<file path="src/rtl/can_rx_pkg.sv">
// Shared types and constants for the CAN receive drain path.
// Frame-info word bit positions and frame word indices are reused by the transmit side.
package can_rx_pkg;

  typedef enum logic [1:0] {
    ST_IDLE,
    ST_STREAM,
    ST_RELEASE
  } drain_state_e;

  localparam int INFO_DLC_LSB = 0;
  localparam int INFO_DLC_MSB = 3;
  localparam int INFO_BRS_BIT = 4;
  localparam int INFO_FDF_BIT = 5;
  localparam int INFO_RTR_BIT = 6;
  localparam int INFO_FF_BIT  = 7;
  localparam int INFO_ESI_BIT = 8;

  localparam logic [4:0] WORD_INFO  = 5'd0;
  localparam logic [4:0] WORD_ID    = 5'd1;
  localparam logic [4:0] WORD_DATA0 = 5'd2;

  localparam logic [4:0] MAX_FRAME_WORDS = 5'd18;

endpackage

</file>
<file path="src/rtl/can_rx_drain_if.sv">
// Valid/ready word stream carrying one received CAN frame at a time.
interface can_rx_drain_if;
  logic        m_valid;
  logic        m_ready;
  logic [31:0] m_data;
  logic        m_first;
  logic        m_last;
  logic        m_overrun;

  modport master (output m_valid, m_data, m_first, m_last, m_overrun, input m_ready);
  modport slave  (input m_valid, m_data, m_first, m_last, m_overrun, output m_ready);
endinterface

</file>
<file path="src/rtl/can_dlc_words.sv">
// Combinational {DLC, FDF, RTR} -> total frame word count (info + id + payload words).
module can_dlc_words
  import can_rx_pkg::*;
(
  input  logic [3:0] dlc,
  input  logic       fdf,
  input  logic       rtr,
  output logic [4:0] words
);

  logic [4:0] payload_words;

  always_comb begin
    payload_words = 5'd0;
    if (!rtr) begin
      if (fdf && (dlc > 4'd8)) begin
        case (dlc)
          4'd9:    payload_words = 5'd3;
          4'd10:   payload_words = 5'd4;
          4'd11:   payload_words = 5'd5;
          4'd12:   payload_words = 5'd6;
          4'd13:   payload_words = 5'd8;
          4'd14:   payload_words = 5'd12;
          default: payload_words = 5'd16;
        endcase
      end else begin
        // Classic frames clamp DLC 9..15 to 8 bytes, which lands in the 2-word bucket
        if (dlc == 4'd0)       payload_words = 5'd0;
        else if (dlc <= 4'd4)  payload_words = 5'd1;
        else                   payload_words = 5'd2;
      end
    end
    words = WORD_DATA0 + payload_words;
  end

endmodule

</file>
<file path="src/rtl/can_rx_drain.sv">
// Drains stored frames from the receive FIFO into a valid/ready word stream.
// Optional build macro CAN_RX_DRAIN_OVERRUN_DROP_EN discards overrun frames and counts them.
//
// state      | meaning
// ST_IDLE    | waiting for a stored frame; fifo_addr points at word 0
// ST_STREAM  | presenting words of the current frame on the stream
// ST_RELEASE | one-cycle release_buffer pulse freeing the oldest frame
module can_rx_drain
  import can_rx_pkg::*;
#(
  parameter int ADDR_BASE_EXT = 16,
  parameter int ADDR_BASE_STD = 20
) (
  input  logic                  clk,
  input  logic                  rst,
  input  logic                  enable,
  input  logic                  reset_mode,
  input  logic                  extended_mode,
  input  logic                  info_empty,
  input  logic                  overrun,
  input  logic [31:0]           fifo_data,
  output logic [5:0]            fifo_addr,
  output logic                  release_buffer,
  can_rx_drain_if.master        m,
  output logic [7:0]            drop_cnt
);

  drain_state_e state, state_nxt;
  logic [4:0]   idx, idx_nxt;
  logic [4:0]   total, total_nxt;
  logic         valid_q, valid_nxt;
  logic [31:0]  data_q, data_nxt;
  logic         ovr_q, ovr_nxt;
  logic [4:0]   cap_words;
  logic [5:0]   base;
  logic [4:0]   cur_word;

  can_dlc_words u_dlc_words (
    .dlc   (fifo_data[INFO_DLC_MSB:INFO_DLC_LSB]),
    .fdf   (fifo_data[INFO_FDF_BIT]),
    .rtr   (fifo_data[INFO_RTR_BIT]),
    .words (cap_words)
  );

  assign base      = extended_mode ? 6'(ADDR_BASE_EXT) : 6'(ADDR_BASE_STD);
  // idx always points one word ahead of the word held in data_q
  assign fifo_addr = (state == ST_STREAM) ? (base + {1'b0, idx}) : base;
  assign cur_word  = idx - 5'd1;

  assign m.m_valid   = valid_q;
  assign m.m_data    = data_q;
  assign m.m_overrun = ovr_q;
  assign m.m_first   = (state == ST_STREAM) && (cur_word == WORD_INFO);
  assign m.m_last    = (state == ST_STREAM) && (cur_word == (total - 5'd1));

`ifdef CAN_RX_DRAIN_OVERRUN_DROP_EN
  logic drop_inc;
`endif

  always_comb begin
    state_nxt      = state;
    idx_nxt        = idx;
    total_nxt      = total;
    valid_nxt      = valid_q;
    data_nxt       = data_q;
    ovr_nxt        = ovr_q;
    release_buffer = 1'b0;
`ifdef CAN_RX_DRAIN_OVERRUN_DROP_EN
    drop_inc       = 1'b0;
`endif
    case (state)
      ST_IDLE: begin
        if (enable && !info_empty && !reset_mode) begin
`ifdef CAN_RX_DRAIN_OVERRUN_DROP_EN
          if (overrun) begin
            state_nxt = ST_RELEASE;
            drop_inc  = 1'b1;
          end else
`endif
          begin
            data_nxt  = fifo_data;
            ovr_nxt   = overrun;
            total_nxt = cap_words;
            idx_nxt   = WORD_ID;
            valid_nxt = 1'b1;
            state_nxt = ST_STREAM;
          end
        end
      end
      ST_STREAM: begin
        if (valid_q && m.m_ready) begin
          if (idx == total) begin
            valid_nxt = 1'b0;
            state_nxt = ST_RELEASE;
          end else begin
            data_nxt = fifo_data;
            idx_nxt  = idx + 5'd1;
          end
        end
      end
      ST_RELEASE: begin
        release_buffer = 1'b1;
        state_nxt      = ST_IDLE;
      end
      default: state_nxt = ST_IDLE;
    endcase
    // Reset mode abandons any frame in flight; the FIFO flushes itself, so no release
    if (reset_mode) begin
      state_nxt      = ST_IDLE;
      valid_nxt      = 1'b0;
      release_buffer = 1'b0;
    end
  end

  always_ff @(posedge clk or negedge rst) begin
    if (!rst) begin
      state   <= ST_IDLE;
      idx     <= 5'd0;
      total   <= 5'd0;
      valid_q <= 1'b0;
      data_q  <= 32'd0;
      ovr_q   <= 1'b0;
    end else begin
      state   <= state_nxt;
      idx     <= idx_nxt;
      total   <= total_nxt;
      valid_q <= valid_nxt;
      data_q  <= data_nxt;
      ovr_q   <= ovr_nxt;
    end
  end

`ifdef CAN_RX_DRAIN_OVERRUN_DROP_EN
  always_ff @(posedge clk or negedge rst) begin
    if (!rst) begin
      drop_cnt <= 8'd0;
    end else if (drop_inc && (drop_cnt != 8'hFF)) begin
      drop_cnt <= drop_cnt + 8'd1;
    end
  end
`else
  assign drop_cnt = 8'd0;
`endif

endmodule

</file>
<file path="src/flat_wrapper.sv">
// flat-port wrapper written by rule: the top's interface ports become plain ports
module can_rx_drain_flat import can_rx_pkg::*;
#(
  parameter int ADDR_BASE_EXT = 16,
  parameter int ADDR_BASE_STD = 20
)
  (clk, rst, enable, reset_mode, extended_mode, info_empty, overrun, fifo_data, fifo_addr, release_buffer, drop_cnt, m_m_valid, m_m_data, m_m_first, m_m_last, m_m_overrun, m_m_ready);
  can_rx_drain_if m_i ();
  input  logic clk;
  input  logic rst;
  input  logic enable;
  input  logic reset_mode;
  input  logic extended_mode;
  input  logic info_empty;
  input  logic overrun;
  input  logic [31:0] fifo_data;
  output logic [5:0] fifo_addr;
  output logic release_buffer;
  output logic [7:0] drop_cnt;
  output wire logic [$bits(m_i.m_valid)-1:0] m_m_valid;
  output wire logic [$bits(m_i.m_data)-1:0] m_m_data;
  output wire logic [$bits(m_i.m_first)-1:0] m_m_first;
  output wire logic [$bits(m_i.m_last)-1:0] m_m_last;
  output wire logic [$bits(m_i.m_overrun)-1:0] m_m_overrun;
  input wire logic [$bits(m_i.m_ready)-1:0] m_m_ready;
  assign m_m_valid = m_i.m_valid;
  assign m_m_data = m_i.m_data;
  assign m_m_first = m_i.m_first;
  assign m_m_last = m_i.m_last;
  assign m_m_overrun = m_i.m_overrun;
  assign m_i.m_ready = m_m_ready;
  can_rx_drain #(.ADDR_BASE_EXT(ADDR_BASE_EXT), .ADDR_BASE_STD(ADDR_BASE_STD)) u_core (.clk(clk), .rst(rst), .enable(enable), .reset_mode(reset_mode), .extended_mode(extended_mode), .info_empty(info_empty), .overrun(overrun), .fifo_data(fifo_data), .fifo_addr(fifo_addr), .release_buffer(release_buffer), .m(m_i), .drop_cnt(drop_cnt));
endmodule
</file>
<file path="config.mk">
export PLATFORM = sky130hd
export DESIGN_NAME = can_rx_drain_flat
export DESIGN_NICKNAME = d
export VERILOG_FILES = /design/src/rtl/can_rx_pkg.sv /design/src/rtl/can_rx_drain_if.sv /design/src/rtl/can_dlc_words.sv /design/src/rtl/can_rx_drain.sv /design/src/flat_wrapper.sv
export SDC_FILE = /design/constraint.sdc
export NUM_CORES = 1
export LEC_CHECK = 0
export CAP_MARGIN = 20
export CORE_UTILIZATION = 35
export CTS_BUF_LIST = sky130_fd_sc_hd__clkbuf_16
export DETAILED_ROUTE_END_ITERATION = 12
export PLACE_DENSITY = 0.65
export RECOVER_POWER = 25
export SETUP_SLACK_MARGIN = 0.1
export SYNTH_ARGS = -nofsm -noshare
export SYNTH_HDL_FRONTEND = slang
export SYNTH_HIERARCHICAL = 1
export SYNTH_SLANG_ARGS = --single-unit
</file>
<file path="constraint.sdc">
create_clock -name clk -period 2.29 [get_ports clk]
set_input_delay 0.3435 -clock clk [delete_from_list [all_inputs] [get_ports clk]]
set_output_delay 0.3435 -clock clk [all_outputs]
set_load 0.01 [all_outputs]
</file>
# --- After elaboration in Yosys (flattened, before gate mapping) ---
# Index checks and enable logic that the tools add are counted.
classes:
  n_eq_ne: 16
  reduce_logical: 17
  bitwise: 0
  n_shift: 0
  mux: 27
  order_cmp: 2
  multipliers: 0
  div_mod_pow: 0
  add_sub_neg: 5
ops:
  columns: ["operator", "count"]
  rows:
  - ["$mux W32", 3]
  - ["$pmux W32 S2", 1]
  - ["$pmux W5 S6", 1]
  - ["$mux W5", 5]
  - ["$eq A4 B4 Y1 const B", 6]
  - ["$mux W2", 6]
  - ["$eq A5 B5 Y1", 2]
  - ["$pmux W5 S2", 1]
  - ["$sub A5 B1 Y5 const B", 2]
  - ["$reduce_and A4 Y1", 2]
  - ["$add A6 B5 Y6", 1]
  - ["$logic_and A1 B1 Y1", 6]
  - ["$mux W1", 6]
  - ["$mux W6", 1]
  - ["$ne A3 B3 Y1 const B", 2]
  - ["$add A2 B5 Y5 const A", 1]
  - ["$add A5 B1 Y5 const B", 1]
  - ["$logic_not A5 Y1", 1]
  - ["$gt A4 B4 Y1 const B", 1]
  - ["$le A4 B3 Y1 const B", 1]
  - ["$logic_not A4 Y1", 1]
  - ["$ne A2 B2 Y1 const B", 2]
  - ["$pmux W2 S2", 1]
  - ["$mux W3", 1]
  - ["11 further kinds", 12]
word_totals:
  mem_bits_rw: 0
  mem_bits_ro: 0
  latch_bits: 0
  input_bits: 40
  mem_count: 0
  regBits: 46

# --- Longest topological paths before layout ---
# Gate-level depths: netlist of the first run.
logic_depth:
  depth_word: 6
  ltp_mapped: 7

# --- Modules after synthesis ---
# The synthesis of the first run kept the hierarchy.
by_module_without_submodules:
  columns: ["mod", "instances", "area_each_um2", "cells_per_inst"]
  rows:
  - ["can_rx_drain", 1, 2416.1, 195]
  - ["can_dlc_words", 1, 93.8, 17]

# --- Least setup slack after synthesis of the first run ---
# Ideal clock, no wire load.
synth_path:
  path_kind: "reg-to-reg"
  from: "register u_core.idx[3]"
  to: "register u_core.data_q[0] (netlist: u_core/m.m_data[0])"
  arrival_ps: 1754
  setup_ps: 125
  synth_period_minus_slack_ps: 1879
  slack_ps: 411
  t_required_ps: 2165
  stages_incl_launch_ff: 8
  cell_sequence: "dfrtp_1 -> buf_2 -> xnor2_1 -> and3_4 -> buf_6 -> a32oi_4 -> buf_6 -> mux2_4"
synth_via:
  elab_chain_len: 3
synth_rtl:
  columns: ["item", "line", "rtl"]
  rows:
  - ["start, declared", "can_rx_drain.sv:29", "logic [4:0] idx, idx_nxt;"]
  - ["start signal, assigned", "can_rx_drain.sv:125", "idx <= idx_nxt;"]
  - ["$eq A5 B5 Y1", "can_rx_drain.sv:92", "if (idx == total) begin"]
  - ["$ne A2 B2 Y1 (no source line)", null, null]
  - ["$reduce_and A4 Y1 (no source line)", null, null]
  - ["end signal, assigned", "can_rx_drain.sv:128", "data_q <= data_nxt;"]
  - ["end, declared", "can_rx_drain.sv:32", "logic [31:0] data_q, data_nxt;"]
# No other way between the ends.
# A chain may end at the register's enable or synchronous reset.

# --- Final worst setup path of the first run ---
layout_path:
  from: "register u_core.idx[2]"
  to: "output fifo_addr[5]"
layout_via:
  elab_chain_len: 2
layout_rtl:
  columns: ["item", "line", "rtl"]
  rows:
  - ["$add A6 B5 Y6", "can_rx_drain.sv:47", "assign fifo_addr = (state == ST_STREAM) ? (base + {1'b0, idx}) : base;"]
  - ["$mux W6", "can_rx_drain.sv:47", null]
  - ["end, declared", "flat_wrapper.sv:17", "output logic [5:0] fifo_addr;"]
# No other way between the ends.

==> metrics.md, run 1 <==
| Metric | Value |
|---|---|
| Status | finished, final reports clean |
| Mapped Area | 2510 um2 |
| Fin nets | 355 |
| Clock transition at the registers of the reported paths | 70 ps |
| Yosys Warn Count | 6 |
| Filler instances | 642 |
| Crit Path Class | reg2out |
| Post-DP Area | approximately 3500 um2 |
| Distinct cells, synth | 41 |
| Diodes inserted | 0 |
| DRT antenna net count | 0 |
| R2R Path Start | u_core/idx[3] |
| Vias in the first global route | 1928 |
| Worst Hold Class | reg2reg |
| CTS Buf Count | 5 |
| Main synth FF type | dfrtp_1 |
| Via-to-Cell Ratio | 4.63 |
| Worst Tran Pin Value | 791 ps |
| DRC | 0 |
| Mux cell area share after synthesis | 19.9% |
| Main combinational cell family by area after synthesis | multiplexers |
| Initial Util | around 37% |
| Slew Viols, Final | 0 |
| Share of post-route cells with drive strength above 1 | 22.9% |
| Rows | 30 |
| Worst Skew | 6.49 ps |
| Worst hold path startpoint | u_core/m.m_overrun |
| Post-synthesis sequential area ratio | 45.9% |
| P_leak | 0.00162 uW |
| Hold path depth | 2 |
| Global route total overflow | 0 |
| Final Cycle Share | 91.2% |
| CP startpoint kind | flip-flop |
| Final Hold Fails | 0 |
| Power Density | 925 nW/um2 |
| Synth top area cells | dfrtp_1 46%, mux2_4 17%, nand2_1 3.4% |
| Synth Area in Adders | under 10% |
| Compound-Gate Fraction of Synth Area | 6.18% |
| H-tree Lvls | 2 |
| Clock Sinks | 46 |
| Chip height | ~87 um |
| Xor-xnor portion of the synthesized cell area | 5.23% |
| RR Endpoint | u_core/m.m_data[19] |
| Maximum clock path buffer count | 2 |
| Arr. time, crit path | 1750 ps |
| Layout area overhead | 47.2% |
| Hold EP | u_core/m.m_overrun |
| IO Count | 91 |
| Core ar. | 6870 um2 |
| Iteration-0 DRC Markers | 67 |
| Largest net degree at the start of global routing | 18 |
| Placer Congestion | 0.763 |
| Routed WL | ~5600 um |
| Max_slew headroom | 47.3% |
| Hpwl dp | 4090 um |
| First-pass GRT wire length | 9100 um |
| FF+latch count, synth | 46 |
| Routed vias | between 1500 and 2000 |
| Maximum vdd drop | 0.433 mV |
| EDFF count, synth | 0 |
| Syn Area/Cell | 11.8 um2 |
| Async SR Flop Fraction | 100% |
| Initial antenna violation count | 0 |
| Achievable Freq | 479 MHz |
| Design Area, Final | between 3000 and 4000 um2 |
| Tot GR Track Use | 15.3% |
| Critical Path RT | 1950 ps |
| Area leader, netlist | dfrtp_1 |
| Worst R2R Path Depth | 6 |
| Port Buffer Count | 82 |
| Die W | 86.7 um |
| TritonRoute pass-1 iters | 4 |
| Wire per inst | 13.7 um |
| Period minus WS final | 2090 ps |
| Simple-gate share of the synthesized area | 13.2% |
| Later-pin clock latency in the skew report | approximately 280 ps |
| Max-Cap Viols | 0 |
| Full die area | 7510 um2 |
| Cells after synthesis | approximately 210 |
| Unrepaired setup endpoints after global routing | false |
| TritonCTS clock tree | done |
| Crit. End Element | output port |
| Root Driver | clkbuf_16 |
| Final core occ | 53.8% |
| R2R Setup Slk | between 300 and 400 ps |
| Synth top area share | 45.9% |
| Worst-path maximum fanout | 6 |
| Final setup viols | 0 |
[metal layers]
| layer | track usage [%] | vias to the layer above | wire length, um |
|---|---|---|---|
| met3 | 4.38 | 6 | 370 |
| met2 | 25.0 | 57 | 2620 |
| met1 | 20.2 | 904 | 2530 |
| met5 | 0 | - | 0 |
| met4 | 3.48 | 0 | 53 |
| li1 | - | 913 | - |
[flip-flops by register name, summed over array words and instances (netlist names)]
register,count
u_core/m.m_overrun,1
u_core/m.m_valid,1
u_core/state,2
u_core/idx,5
u_core/m.m_data,32
u_core/total,5
[kinds of logic after synthesis]
| group | count (synthesis) |
|---|---|
| AO/OA/AOI/OAI | 20 |
| AND/OR/NAND/NOR | 64 |
| adder cells (fa/ha/maj) | 6 |
| flip-flops | 46 |
| multiplexers | 35 |
| XOR/XNOR | 15 |
| other | 1 |
| buffers and inverters | 25 |
[per-stage QoR]
stage / total power [uW] / hold slack, ps / setup TNS [ps] / cells / worst slack (ps)
floorplan: 1930 / 47.9 / 0 / 219 / 411
global placement: 2540 / 266 / -18.8 / 394 / -17.2
detailed placement: 2550 / 268 / -54.1 / 394 / -33.5
CTS: 3410 / 510 / 0 / 405 / 60.3
global route: 3600 / 527 / 0 / 406 / 109
finish: 3420 / 504 / 0 / 406 / 201
[cells in the mapped netlist, types with 2 or more instances]
cell type and instances:
a21oi_1 5, xor2_1 6, nor3_1 6, xnor2_1 9
nand3b_1 2, a31o_2 3, nand4_1 3, nand2b_1 2
buf_6 5, clkbuf_1 2, mux2_4 29, a211oi_1 2
buf_4 8, inv_1 8, o21ai_0 4, nand2_1 23
mux2_2 3, buf_2 2, nor3b_1 3, dfrtp_1 46
nor2b_1 2, and2_1 2, nand3_1 7, mux2i_1 3
nor2_1 6, ha_1 6
[how the worst max path moves through the flow]
stage	startpoint	end	slack, ps	cells after the start
6_report	u_core/idx[2]	fifo_addr[5]	200	5
2_1_floorplan	u_core/idx[3]	u_core/m.m_data[0]	410	7
4_1_cts	u_core/idx[0]	m_m_last	60	7
5_1_grt	u_core/total[1]	m_m_last	110	7
3_3_place_gp	extended_mode	fifo_addr[4]	-20	7
3_5_place_dp	extended_mode	fifo_addr[4]	-30	7
[area by class of cell]
cell class / count / area, um2 / area share [%]
multi-input combinational: 148 / 1260 / 34.2
sequential: 46 / 1150 / 31.2
timing repair buffer: 100 / 962 / 26.1
clock buffer: 5 / 125 / 3.39
tap: 96 / 120 / 3.25
clock inverter: 3 / 41.3 / 1.12
inverter: 8 / 30.0 / 0.813
[where the power goes]
part           switching [uW]  total, uW  internal (uW)
Sequential                135       1160           1030
Combinational             583       1450            869
Clock                     293        804            511
[what timing repair did]
action                                  in CTS  in global routing
setup buffers                                2                  1
hold buffers                                 1                  0
endpoints found under the setup margin       5                  1
hold endpoints to repair                    13                  0
resized for setup                            9                  6
pin swaps                                    0                  2
[worst max-delay path, cell delays in order, from the launching register on]
cell	delay, ps
dfrtp_2	430
buf_4	170
ha_1	200
a21oi_1	140
nor2_1	50
clkdlybuf4s50_1	480
[cell usage in the layout (no fill, tap or decap), types with 5 or more instances in the layout]
cell	n
conb_1	8
nand2_1	23
nand3_1	7
xnor2_1	9
clkbuf_16	5
ha_1	5
buf_4	13
a21oi_1	5
inv_1	9
xor2_1	5
nor2_1	6
dfrtp_1	45
clkdlybuf4s50_1	76
mux2_4	29
No activity file was read; power rests on OpenSTA's default activity.
==> inputs of run 2 (changes only) <==
- CORE_MARGIN: unset -> 2
==> metrics.md, run 2 (same netlist as run 1, synthesis figures left out) <==
| Metric | Value |
|---|---|
| Status | finished, final reports clean (unchanged) |
| Worst Hold Class | in2async (was reg2reg) |
| Share of post-route cells with drive strength above 1 | 22.4% (was 22.9%) |
| Clock transition at the registers of the reported paths | 60 ps (was 70 ps) |
| CP Cell Sequence | clkdlybuf4s50_1, inv_1, ha_1, ha_1, and2_1, dlygate4sd2_1 (was buf_4, ha_1, a21oi_1, nor2_1, clkdlybuf4s50_1) |
| Slew Viols, Final | 0 (unchanged) |
| Port Buffer Count | 82 (unchanged) |
| Unrepaired setup endpoints after global routing | false (unchanged) |
| Wire per inst | 13.7 um (about the same) |
| Core ar. | 6870 um2 (unchanged) |
| Routed vias | 1877 (was 1880) |
| Full die area | 7860 um2 (was 7510 um2) |
| H-tree Lvls | 2 (unchanged) |
| First-pass GRT wire length | 9050 um (was 9100 um) |
| Tot GR Track Use | 14.8% (was 15.3%) |
| Worst R2R Path Depth | 6 (unchanged) |
| Largest net degree at the start of global routing | 24 (was 18) |
| Vias in the first global route | 1929 (was 1928) |
| Worst-path maximum fanout | 2 (was 6) |
| Rows | 30 (unchanged) |
| Maximum vdd drop | 0.410 mV (was 0.433 mV) |
| Initial antenna violation count | 0 (unchanged) |
| Layout area overhead | 46.0% (was 47.2%) |
| Cell mode on critical path | ha_1 |
| Period minus WS final | 2090 ps (about the same) |
| Post-route setup TNS | 0 ps (unchanged) |
| TritonCTS clock tree | done (unchanged) |
| Power Density | 894 nW/um2 (was 925 nW/um2) |
| CP startpoint kind | input port (was flip-flop) |
| Arr. time, crit path | 1750 ps (about the same) |
| Non-filler instance count after layout | 408 (was 406) |
| Placer Congestion | 0.759 (was 0.763) |
| Pwr Total | 3280 uW (was 3420 uW) |
| Slowest CP cell | clkdlybuf4s50_1 (unchanged) |
| DRC | 0 (unchanged) |
| Die W | 88.7 um (was 86.7 um) |
| TritonRoute pass-1 iters | 4 (unchanged) |
| Global route total overflow | 0 (unchanged) |
| IO Count | 91 (unchanged) |
| Final setup viols | 0 (unchanged) |
| Initial Util | 36.5% (unchanged) |
| Final Cycle Share | 91.4% (was 91.2%) |
| DRT antenna net count | 0 (unchanged) |
| P_leak | 0.00163 uW (was 0.00162 uW) |
| RR Endpoint | u_core/m.m_data[19] (unchanged) |
| Worst Tran Pin Value | 946 ps (was 791 ps) |
| Worst Skew | 5.15 ps (was 6.49 ps) |
| Most frequent cells in the layout | 76 x clkdlybuf4s50_1, 45 x dfrtp_1, 29 x mux2_4 (unchanged) |
| Final core occ | 53.4% (was 53.8%) |
| Chip height | 88.7 um (was 86.7 um) |
| Achievable Freq | 478 MHz (was 479 MHz) |
| Crit. End Element | output port (unchanged) |
| Critical Path RT | 1950 ps (about the same) |
| Fin nets | 357 (was 355) |
| Crit Path Class | in2out (was reg2out) |
| Later-pin clock latency in the skew report | 280 ps (about the same) |
| Final worst setup slack | 197 ps (was 201 ps) |
| Clock Sinks | 46 (unchanged) |
| R2R Path Start | u_core/idx[3] (unchanged) |
| Via-to-Cell Ratio | 4.60 (was 4.63) |
| Max-Cap Viols | 0 (unchanged) |
| Max_slew headroom | 37.0% (was 47.3%) |
| Final Hold Fails | 0 (unchanged) |
| Cells after DPL | 398 (was 394) |
| CTS Buf Count | 5 (unchanged) |
| Hpwl dp | 4160 um (was 4090 um) |
| CP peak stage delay | 480 ps (about the same) |
| R2R Setup Slk | 360 ps (about the same) |
| Iteration-0 DRC Markers | 83 (was 67) |
| Routed WL | 5600 um (was 5570 um) |
| Most common cell after layout, fill and taps aside | clkdlybuf4s50_1 (unchanged) |
| Diodes inserted | 0 (unchanged) |
| Maximum clock path buffer count | 2 (unchanged) |
| Root Driver | clkbuf_16 (unchanged) |
| Pre-CTS WS | -43.8 ps (was -33.5 ps) |
| Largest register FFs | 32 (unchanged) |
## run 2: cell types whose count changed in the layout (fill, tap and decap cells not counted), sizes merged
cell / previous run / this run
dlygate4sd2: 4 / 3
buf: 15 / 17
bufinv: 1 / 0
clkinvlp: 1 / 0
clkinv: 0 / 2
dlymetal6s2s: 0 / 1
## run 2: routing by layer
| metal | up-vias | routed length (um) | track usage (%) |
|---|---|---|---|
| met4 | 0 | 29 | 3.31 |
| li1 | 915 | - | - |
| met3 | 4 | 377 | 4.76 |
| met2 | 55 | 2630 | 24.0 |
| met5 | - | 0 | 0 |
| met1 | 903 | 2560 | 19.5 |
## run 2: timing repair
| item | CTS | global route |
|---|---|---|
| endpoints found under the setup margin | 5 | 3 |
| setup buffers | 1 | 0 |
| resized for setup | 7 | 6 |
| hold endpoints to repair | 5 | 0 |
| pin swaps | 0 | 1 |
| hold buffers | 1 | 0 |
## run 2: worst max-delay path by stage
stage,end,startpoint,slack [ps],cells after the start
floorplan,u_core/m.m_data[0],u_core/idx[3],410,7
global placement,fifo_addr[4],extended_mode,-30,7
detailed placement,fifo_addr[3],extended_mode,-40,6
CTS,m_m_last,u_core/idx[0],60,7
global route,m_m_last,u_core/idx[0],120,6
finish,fifo_addr[3],extended_mode,200,6
## run 2: final cells by class
class                      instances  area (um2)
sequential                        46        1150
fill                             612        3200
inverter                           8        30.0
clock buffer                       5         125
timing repair buffer             102         980
multi-input combinational        148        1240
clock inverter                     3        12.5
tap                               96         120
## run 2: power by group
group,switching [uW],internal (uW),total (uW)
combinational,580,862,1440
sequential,126,1030,1150
clock,288,395,682
total,993,2280,3280
## run 2: worst max-delay path: cells and delay by family
family,cells,cell delay (ps)
fa+ha+maj,2,470
buf+inv,3,800
simple gates,1,130
## run 2: per-stage QoR
step / hold slack, ps / instance area [um2]
finish: 482 / 3660
floorplan: 47.9 / 2540
global placement: 182 / 3500
CTS: 415 / 3660
detailed placement: 182 / 3500
global route: 506 / 3660
==> inputs of run 3 (changes only) <==
- CORE_UTILIZATION: 35 -> 30
- PLACE_DENSITY: 0.65 -> unset
- clock period: 2.29 -> 2.1 ns (I/O delays scaled with it)
==> metrics.md, run 3 (same netlist as run 1, synthesis figures left out) <==
| Metric | Value |
|---|---|
| Design Area, Final | 3870 um2 (was 3660 um2) |
| Final Hold Fails | 0 (unchanged) |
| Non-filler instance count after layout | 427 (was 408) |
| Chip height | 95.5 um (was 88.7 um) |
| Gate power share | 43.9% (was 44.0%) |
| Final setup viols | 0 (unchanged) |
| Pre-CTS WS | -176 ps (was -43.8 ps) |
| Later-pin clock latency in the skew report | 280 ps (about the same) |
| Post-DP Area | 3530 um2 (was 3500 um2) |
| Vias in the first global route | 1898 (was 1929) |
| Final worst setup slack | 84.4 ps (was 197 ps) |
| Bufs and invs on worst path | 3 (unchanged) |
| Routed WL | 5870 um (was 5600 um) |
| Largest net degree at the start of global routing | 25 (was 24) |
| Clock Sinks | 46 (unchanged) |
| Sequential share of power | 33.1% (was 35.2%) |
| H-tree Lvls | 2 (unchanged) |
| Switching Fraction | 29.4% (was 30.3%) |
| Crit Path Class | in2out (unchanged) |
| Crit. End Element | output port (unchanged) |
| Cell mode on critical path | clkdlybuf4s50_1 (was ha_1) |
| Rows | 33 (was 30) |
| Power Density | 984 nW/um2 (was 894 nW/um2) |
| Die W | 95.5 um (was 88.7 um) |
| Hold WS | 300 ps (was 482 ps) |
| Clock network fraction of design power | 22.9% (was 20.8%) |
| CP startpoint kind | input port (unchanged) |
| Worst Hold Class | in2async (unchanged) |
| TritonCTS clock tree | done (unchanged) |
| P_leak | 0.00170 uW (was 0.00163 uW) |
| CP Cell Sequence | clkdlybuf4s50_1, buf_4, nor3b_1, clkdlybuf4s50_1 (was clkdlybuf4s50_1, inv_1, ha_1, ha_1, and2_1, dlygate4sd2_1) |
| Unrepaired setup endpoints after global routing | true (was false) |
| TritonRoute pass-1 iters | 4 (unchanged) |
| Hpwl dp | 4150 um (was 4160 um) |
| Maximum vdd drop | 0.429 mV (was 0.410 mV) |
| Worst Skew | 6.00 ps (was 5.15 ps) |
| Fin nets | 367 (was 357) |
| Root Driver | clkbuf_16 (unchanged) |
| Tot GR Track Use | 12.8% (was 14.8%) |
| Placer Congestion | 0.743 (was 0.759) |
| CP top delay family | buffers and inverters (unchanged) |
| Wire per inst | 13.7 um (about the same) |
| Core ar. | 8180 um2 (was 6870 um2) |
| CTS Buf Count | 5 (unchanged) |
| DRC | 0 (unchanged) |
| Slowest CP cell | clkdlybuf4s50_1 (unchanged) |
| Initial Util | 30.7% (was 36.5%) |
| Most common cell after layout, fill and taps aside | clkdlybuf4s50_1 (unchanged) |
| Maximum clock path buffer count | 2 (unchanged) |
| Full die area | 9110 um2 (was 7860 um2) |
| Int Pwr | 2690 uW (was 2280 uW) |
| Most frequent cells in the layout | 75 x clkdlybuf4s50_1, 44 x dfrtp_1, 29 x mux2_4 (was 76 x clkdlybuf4s50_1, 45 x dfrtp_1, 29 x mux2_4) |
| DRT antenna net count | 0 (unchanged) |
| Iteration-0 DRC Markers | 75 (was 83) |
| Max_slew headroom | 14.3% (was 37.0%) |
| Global route total overflow | 0 (unchanged) |
| Achievable Freq | just under 500 MHz |
| Diodes inserted | 0 (unchanged) |
| Max-Cap Viols | 0 (unchanged) |
| Filler instances | 773 (was 612) |
| Slew Viols, Final | 0 (unchanged) |
| Arr. time, crit path | 1700 ps (was 1750 ps) |
| Hold-fix buffer count after cts | 0 (was 1) |
| Routed vias | 1910 (was 1877) |
| Cells after DPL | 411 (was 398) |
| Switching power | 1120 uW (was 993 uW) |
| Via-to-Cell Ratio | 4.47 (was 4.60) |
| Share of post-route cells with drive strength above 1 | 29.5% (was 22.4%) |
| Worst Tran Pin Value | 1290 ps (was 946 ps) |
| Initial antenna violation count | 0 (unchanged) |
| Worst-path maximum fanout | 3 (was 2) |
| Critical Path RT | 1780 ps (was 1950 ps) |
| Clock transition at the registers of the reported paths | 60 ps (about the same) |
| First-pass GRT wire length | 9120 um (was 9050 um) |
| Status | finished, final reports clean (unchanged) |
| Period minus WS final | 2020 ps |
| Largest register FFs | 32 (unchanged) |
| CP peak stage delay | 580 ps (was 480 ps) |
| IO Count | 91 (unchanged) |
| Port Buffer Count | 82 (unchanged) |
| Layout area overhead | 54.1% (was 46.0%) |
| Final Cycle Share | 96.0% |
==> run 3: cell type report <==
class | count | area (um2) | area share [%]
clock inverters | 3 | 37.5 | 0.970
repair buffers | 112 | 1100 | 28.5
inverters | 8 | 30.0 | 0.776
well taps | 105 | 131 | 3.40
multi-input cells | 148 | 1290 | 33.3
flip-flops and latches | 46 | 1150 | 29.8
clock buffers | 5 | 125 | 3.23
==> run 3: routing by layer <==
metal | share of wire, % | vias to the layer above | wire [um] | GRT usage, %
li1 | - | 932 | - | -
met1 | 47 | 921 | 2750 | 17.6
met2 | 47 | 55 | 2750 | 20.0
met3 | 6.0 | 2 | 352 | 4.03
met4 | 0.24 | 0 | 14 | 2.50
met5 | 0 | - | 0 | 0
==> run 3: path summary, 6_finish.rpt <==
path / startpoint / endpoint / slack [ps] / cells past startpoint
min in group clk: u_core/m.m_overrun / u_core/m.m_overrun / 480 / 2
worst min register to register: u_core/m.m_overrun / u_core/m.m_overrun / 480 / 2
worst max register to register: u_core/state[0] / u_core/m.m_data[4] / 170 / 7
worst max-delay path: reset_mode / release_buffer / 80 / 4
worst min-delay path: rst / u_core/m.m_data[5] / 300 / 1
max in group asynchronous: rst / u_core/m.m_data[8] / 560 / 2
==> run 3: repair_timing <==
action                     4_1_cts  5_1_grt
buffers inserted                 1        4
setup endpoints to repair        8       38
resized for setup               19       16
gates cloned                     0        3
pin swaps                        2        2
==> run 3: power groups by stage <==
stage	Combinational, uW	Clock, uW	Sequential (uW)
after floorplan	739	0	1360
after global placement	1550	0	1270
after detailed placement	1560	0	1270
after CTS	1600	908	1260
after global routing	1820	937	1300
final	1670	874	1260
==> run 3: metrics by stage <==
stage / util, % / total power (uW) / TNS [ps]
finish: 47.3 / 3810 / 0
global route: 47.3 / 4050 / 0
CTS: 45.4 / 3770 / 0
detailed placement: 43.1 / 2830 / -3580
global placement: 43.1 / 2820 / -2990
floorplan: - / 2100 / 0
